<file path="src/rtl/sobel_pkg.sv">
// Shared constants for the Sobel window builder: default pixel width and the
// fill-counter geometry (2-bit counter saturating at 3).
package sobel_pkg;

   localparam int unsigned DATA_W_DEF = 8;
   localparam int unsigned FILL_W     = 2;
   localparam logic [FILL_W-1:0] FILL_SAT = 2'd3;
   localparam logic [FILL_W-1:0] FILL_RDY = 2'd2;

   function automatic logic [FILL_W-1:0] fill_inc(input logic [FILL_W-1:0] c);
      return (c == FILL_SAT) ? c : c + 1'b1;
   endfunction

endpackage

</file>
<file path="src/rtl/sobel_row_shift.sv">
// One window row: 3-tap shift register that moves left when en is high.
// tap0 is the oldest pixel, tap2 the newest.
module sobel_row_shift #(
   parameter int unsigned DATA_W = 8
) (
   input  logic              clk,
   input  logic              rst,
   input  logic              en,
   input  logic [DATA_W-1:0] din,
   output logic [DATA_W-1:0] tap0,
   output logic [DATA_W-1:0] tap1,
   output logic [DATA_W-1:0] tap2
);

   always_ff @(posedge clk or negedge rst) begin
      if (!rst) begin
         tap0 <= '0;
         tap1 <= '0;
         tap2 <= '0;
      end else if (en) begin
         tap0 <= tap1;
         tap1 <= tap2;
         tap2 <= din;
      end
   end

endmodule

</file>
<file path="src/rtl/sobel_data_modulate.sv">
// Builds a registered 3x3 pixel window from incoming columns, flagging done_o
// once three valid columns are present. Define SOBEL_DM_LINE_FLUSH_EN to reset
// the fill count on every stall so each line needs three fresh columns.
module sobel_data_modulate
   import sobel_pkg::*;
#(
   parameter int unsigned DATA_W = DATA_W_DEF
) (
   input  logic              clk,
   input  logic              rst,
   input  logic [DATA_W-1:0] d0_i,
   input  logic [DATA_W-1:0] d1_i,
   input  logic [DATA_W-1:0] d2_i,
   input  logic              done_i,
   output logic [DATA_W-1:0] d0_o,
   output logic [DATA_W-1:0] d1_o,
   output logic [DATA_W-1:0] d2_o,
   output logic [DATA_W-1:0] d3_o,
   output logic [DATA_W-1:0] d4_o,
   output logic [DATA_W-1:0] d5_o,
   output logic [DATA_W-1:0] d6_o,
   output logic [DATA_W-1:0] d7_o,
   output logic [DATA_W-1:0] d8_o,
   output logic              done_o
);

   logic [FILL_W-1:0] fill;

   sobel_row_shift #(.DATA_W(DATA_W)) u_row0 (
      .clk(clk), .rst(rst), .en(done_i), .din(d0_i),
      .tap0(d0_o), .tap1(d1_o), .tap2(d2_o)
   );

   sobel_row_shift #(.DATA_W(DATA_W)) u_row1 (
      .clk(clk), .rst(rst), .en(done_i), .din(d1_i),
      .tap0(d3_o), .tap1(d4_o), .tap2(d5_o)
   );

   sobel_row_shift #(.DATA_W(DATA_W)) u_row2 (
      .clk(clk), .rst(rst), .en(done_i), .din(d2_i),
      .tap0(d6_o), .tap1(d7_o), .tap2(d8_o)
   );

   // done_o uses the pre-edge count, so it rises on the edge capturing column 3
   always_ff @(posedge clk or negedge rst) begin
      if (!rst) begin
         fill   <= '0;
         done_o <= 1'b0;
      end else begin
         done_o <= done_i && (fill >= FILL_RDY);
         if (done_i) begin
            fill <= fill_inc(fill);
         end else begin
`ifdef SOBEL_DM_LINE_FLUSH_EN
            fill <= '0;
`else
            fill <= fill;
`endif
         end
      end
   end

endmodule

</file>
<file path="config.mk">
export PLATFORM = sky130hd
export DESIGN_NAME = sobel_data_modulate
export DESIGN_NICKNAME = d
export VERILOG_FILES = /design/src/rtl/sobel_pkg.sv /design/src/rtl/sobel_row_shift.sv /design/src/rtl/sobel_data_modulate.sv
export SDC_FILE = /design/constraint.sdc
export NUM_CORES = 1
export LEC_CHECK = 0
export BUFFER_PORTS_ARGS = -buffer_cell sky130_fd_sc_hd__clkbuf_2
export CORE_MARGIN = 2
export CORE_UTILIZATION = 50
export DETAILED_ROUTE_END_ITERATION = 12
export GPL_TIMING_DRIVEN = 1
export PLACE_DENSITY = 0.86
export SYNTH_ARGS = -nofsm -noshare
export SYNTH_HDL_FRONTEND = slang
export SYNTH_SLANG_ARGS = --single-unit
</file>
<file path="constraint.sdc">
create_clock -name clk -period 2.3 [get_ports clk]
set_input_delay 0.115 -clock clk [delete_from_list [all_inputs] [get_ports clk]]
set_output_delay 0.115 -clock clk [all_outputs]
set_load 0.02 [all_outputs]
</file>
==> out/metrics.csv <==
metric,value,unit
status,completed,
Initial DRC Count,57,
# H-tree levels,3,
"commonest non-fill, non-tap cells in the layout","97 x clkbuf_2, 75 x dfrtp_1, 59 x mux2_4",
synth top area cells,"dfrtp_1 61%, mux2_4 29%, mux2_2 4.8%",
minimum hold slack,0.01425,ns
WL final,5779,µm
final setup violating endpoints,0,
std cell rows,28,
slowest CP cell,dfrtp_1,
Critical Path RT,2.18,ns
clk slew on worst S/H paths,0.07,ns
GRT Total Usage,17.87,%
CP max stage delay,0.40,ns
register area share after synthesis,61.37,%
DRC errors left,0,
startpoint types,register,
"FF+latch count, synth",75,
Syn Nets,192,
crit path time final,1.049,ns
fin. max-slew vios,0,
Placer Congestion,0.6941,
layout cells sized above 1,63.70,%
Setup Skew,0.003958,ns
count of cell types in the netlist,11,
RSZ-0062 raised after global routing,no,
Setup Buffers After CTS,0,
period utilization,45.62,%
post-detailed-route wirelength per cell,15.75,µm
max_cap viols,0,
vias in the first global route,1770,
nets,316,
Initial Util,51.65,%
CP bufs+invs,1,
dominant cell type by area after synthesis,dfrtp_1,
largest net degree at the start of global routing,76,
f_max,953.0,MHz
power density over cell area,885.0,nW/µm²
DP HPWL,3591,µm
Synthesis Warnings,0,
CTS root buffer,clkbuf_8,
Layout area overhead,29.79,%
die area,6758,µm²
first-pass GRT wire length,8880,µm
router iterations before antenna repair,6,
"most common cell after layout, fill and taps aside",clkbuf_2,
initial antenna violation count,0,
critical-path cell list,clkbuf_2,
Lkg Pwr,0.002059,µW
Least-Margin Pin Slew,0.9191,ns
Critical Setup Path Class,register to output pin,
critical path data arrival time,0.93,ns
"Cell Area, Synth",3058,µm²
Worst-Skew Late Latency,0.34,ns
diode count,0,
"Gates resized, CTS repair",0,
TritonCTS Buffers,9,
max_slew headroom,38.72,%
Congestion Overflow GR,0,
clk sinks,75,
average size of a mapped cell,18.76,µm²
Syn Inst Count,163,
DR vias,1765,
peak supply drop,0.4486,mV
Port Buffers,99,
family with the most delay on the worst path,flip-flops,
Die H,82.21,µm
TritonCTS clock tree,yes,
IO Count,100,
width of the die,82.21,µm
setup TNS,0,ns
vias per std cell,4.809,
Routed Antenna Nets,0,
Critical Path End Type,output pin,
Synth top area share,61.37,%
area of the core,5921,µm²
final hold violation count,0,
crit-path max FO,3,
Clock Path Buffers,2,
Worst Hold Class,primary input to register,
[metal layers]
layer	up-vias	share of wire [%]	track usage, %
li1	813	-	-
met1	879	45	23.75
met2	66	48	26.77
met3	7	5.5	5.435
met4	0	1.4	8.500
met5	-	0	0
[what timing repair did]
item / 4_1_cts / 5_1_grt
endpoints found under the hold margin: 91 / 3
hold buffers: 17 / 3
endpoints found under the setup margin: 0 / 0
[Yosys cell counts]
library cell	count
o21a_1	1
mux2_4	59
mux2i_1	1
inv_1	2
dfrtp_1	75
mux2_2	13
xnor2_1	1
nand2b_1	1
buf_6	7
ha_1	2
buf_2	1
[power breakdown]
group	switching [µW]	internal, µW	total [µW]
clock network	444	449	893
registers	168	1530	1700
logic	467	450	917
[flip-flops by register name, summed over array words and instances (netlist names)]
register     flops
u_row1.tap2      8
u_row0.tap2      8
u_row0.tap1      8
u_row1.tap1      8
u_row2.tap1      8
u_row0.tap0      8
u_row2.tap2      8
done_o           1
fill             2
u_row2.tap0      8
u_row1.tap0      8
[worst paths after layout]
path / start / to / slack [ns] / cells past startpoint
worst max-delay path: u_row0.tap2[4]$_DFFE_PN0P_ / d2_o[4] / 1.25 / 1
worst min-delay path: d2_i[5] / u_row2.tap2[5]$_DFFE_PN0P_ / 0.01 / 2
worst max register to register: fill[0]$_DFFE_PN0P_ / fill[1]$_DFFE_PN0P_ / 1.27 / 3
worst min register to register: fill[0]$_DFFE_PN0P_ / fill[0]$_DFFE_PN0P_ / 0.51 / 1
max in group asynchronous: rst / u_row1.tap1[0]$_DFFE_PN0P_ / 1.26 / 2
min in group asynchronous: rst / u_row2.tap2[1]$_DFFE_PN0P_ / 0.43 / 2
[cells by family after synthesis]
group | synth area share (%)
DFF | 61.37
muxes | 34.08
buffers and inverters | 2.987
adders and majority gates | 0.8182
AOI/OAI and AO/OA | 0.2456
xor gates and xnor gates | 0.2865
and+or+nand+nor | 0.2047
[stage by stage]
step | util, % | power, µW | cells | area (µm²) | worst slack, ns
floorplan | - | 2301 | 163 | 3058 | 1.319
global placement | 60.74 | 2583 | 331 | 3596 | 1.010
detailed placement | 60.74 | 2621 | 331 | 3596 | 0.9870
CTS | 66.53 | 3537 | 364 | 3939 | 1.222
finish | 67.03 | 3512 | 367 | 3969 | 1.251
global route | 67.03 | 3713 | 367 | 3969 | 1.062
[area by class of cell]
class                      count  area, µm²
inverter                       2      7.507
tap                           75      93.84
clock buffer                  14      162.7
fill                         421       1952
multi-input combinational     78       1090
sequential                    75       1877
clock inverter                 2      10.01
timing repair buffer         121      728.2
(Power assumes the default switching activity.)
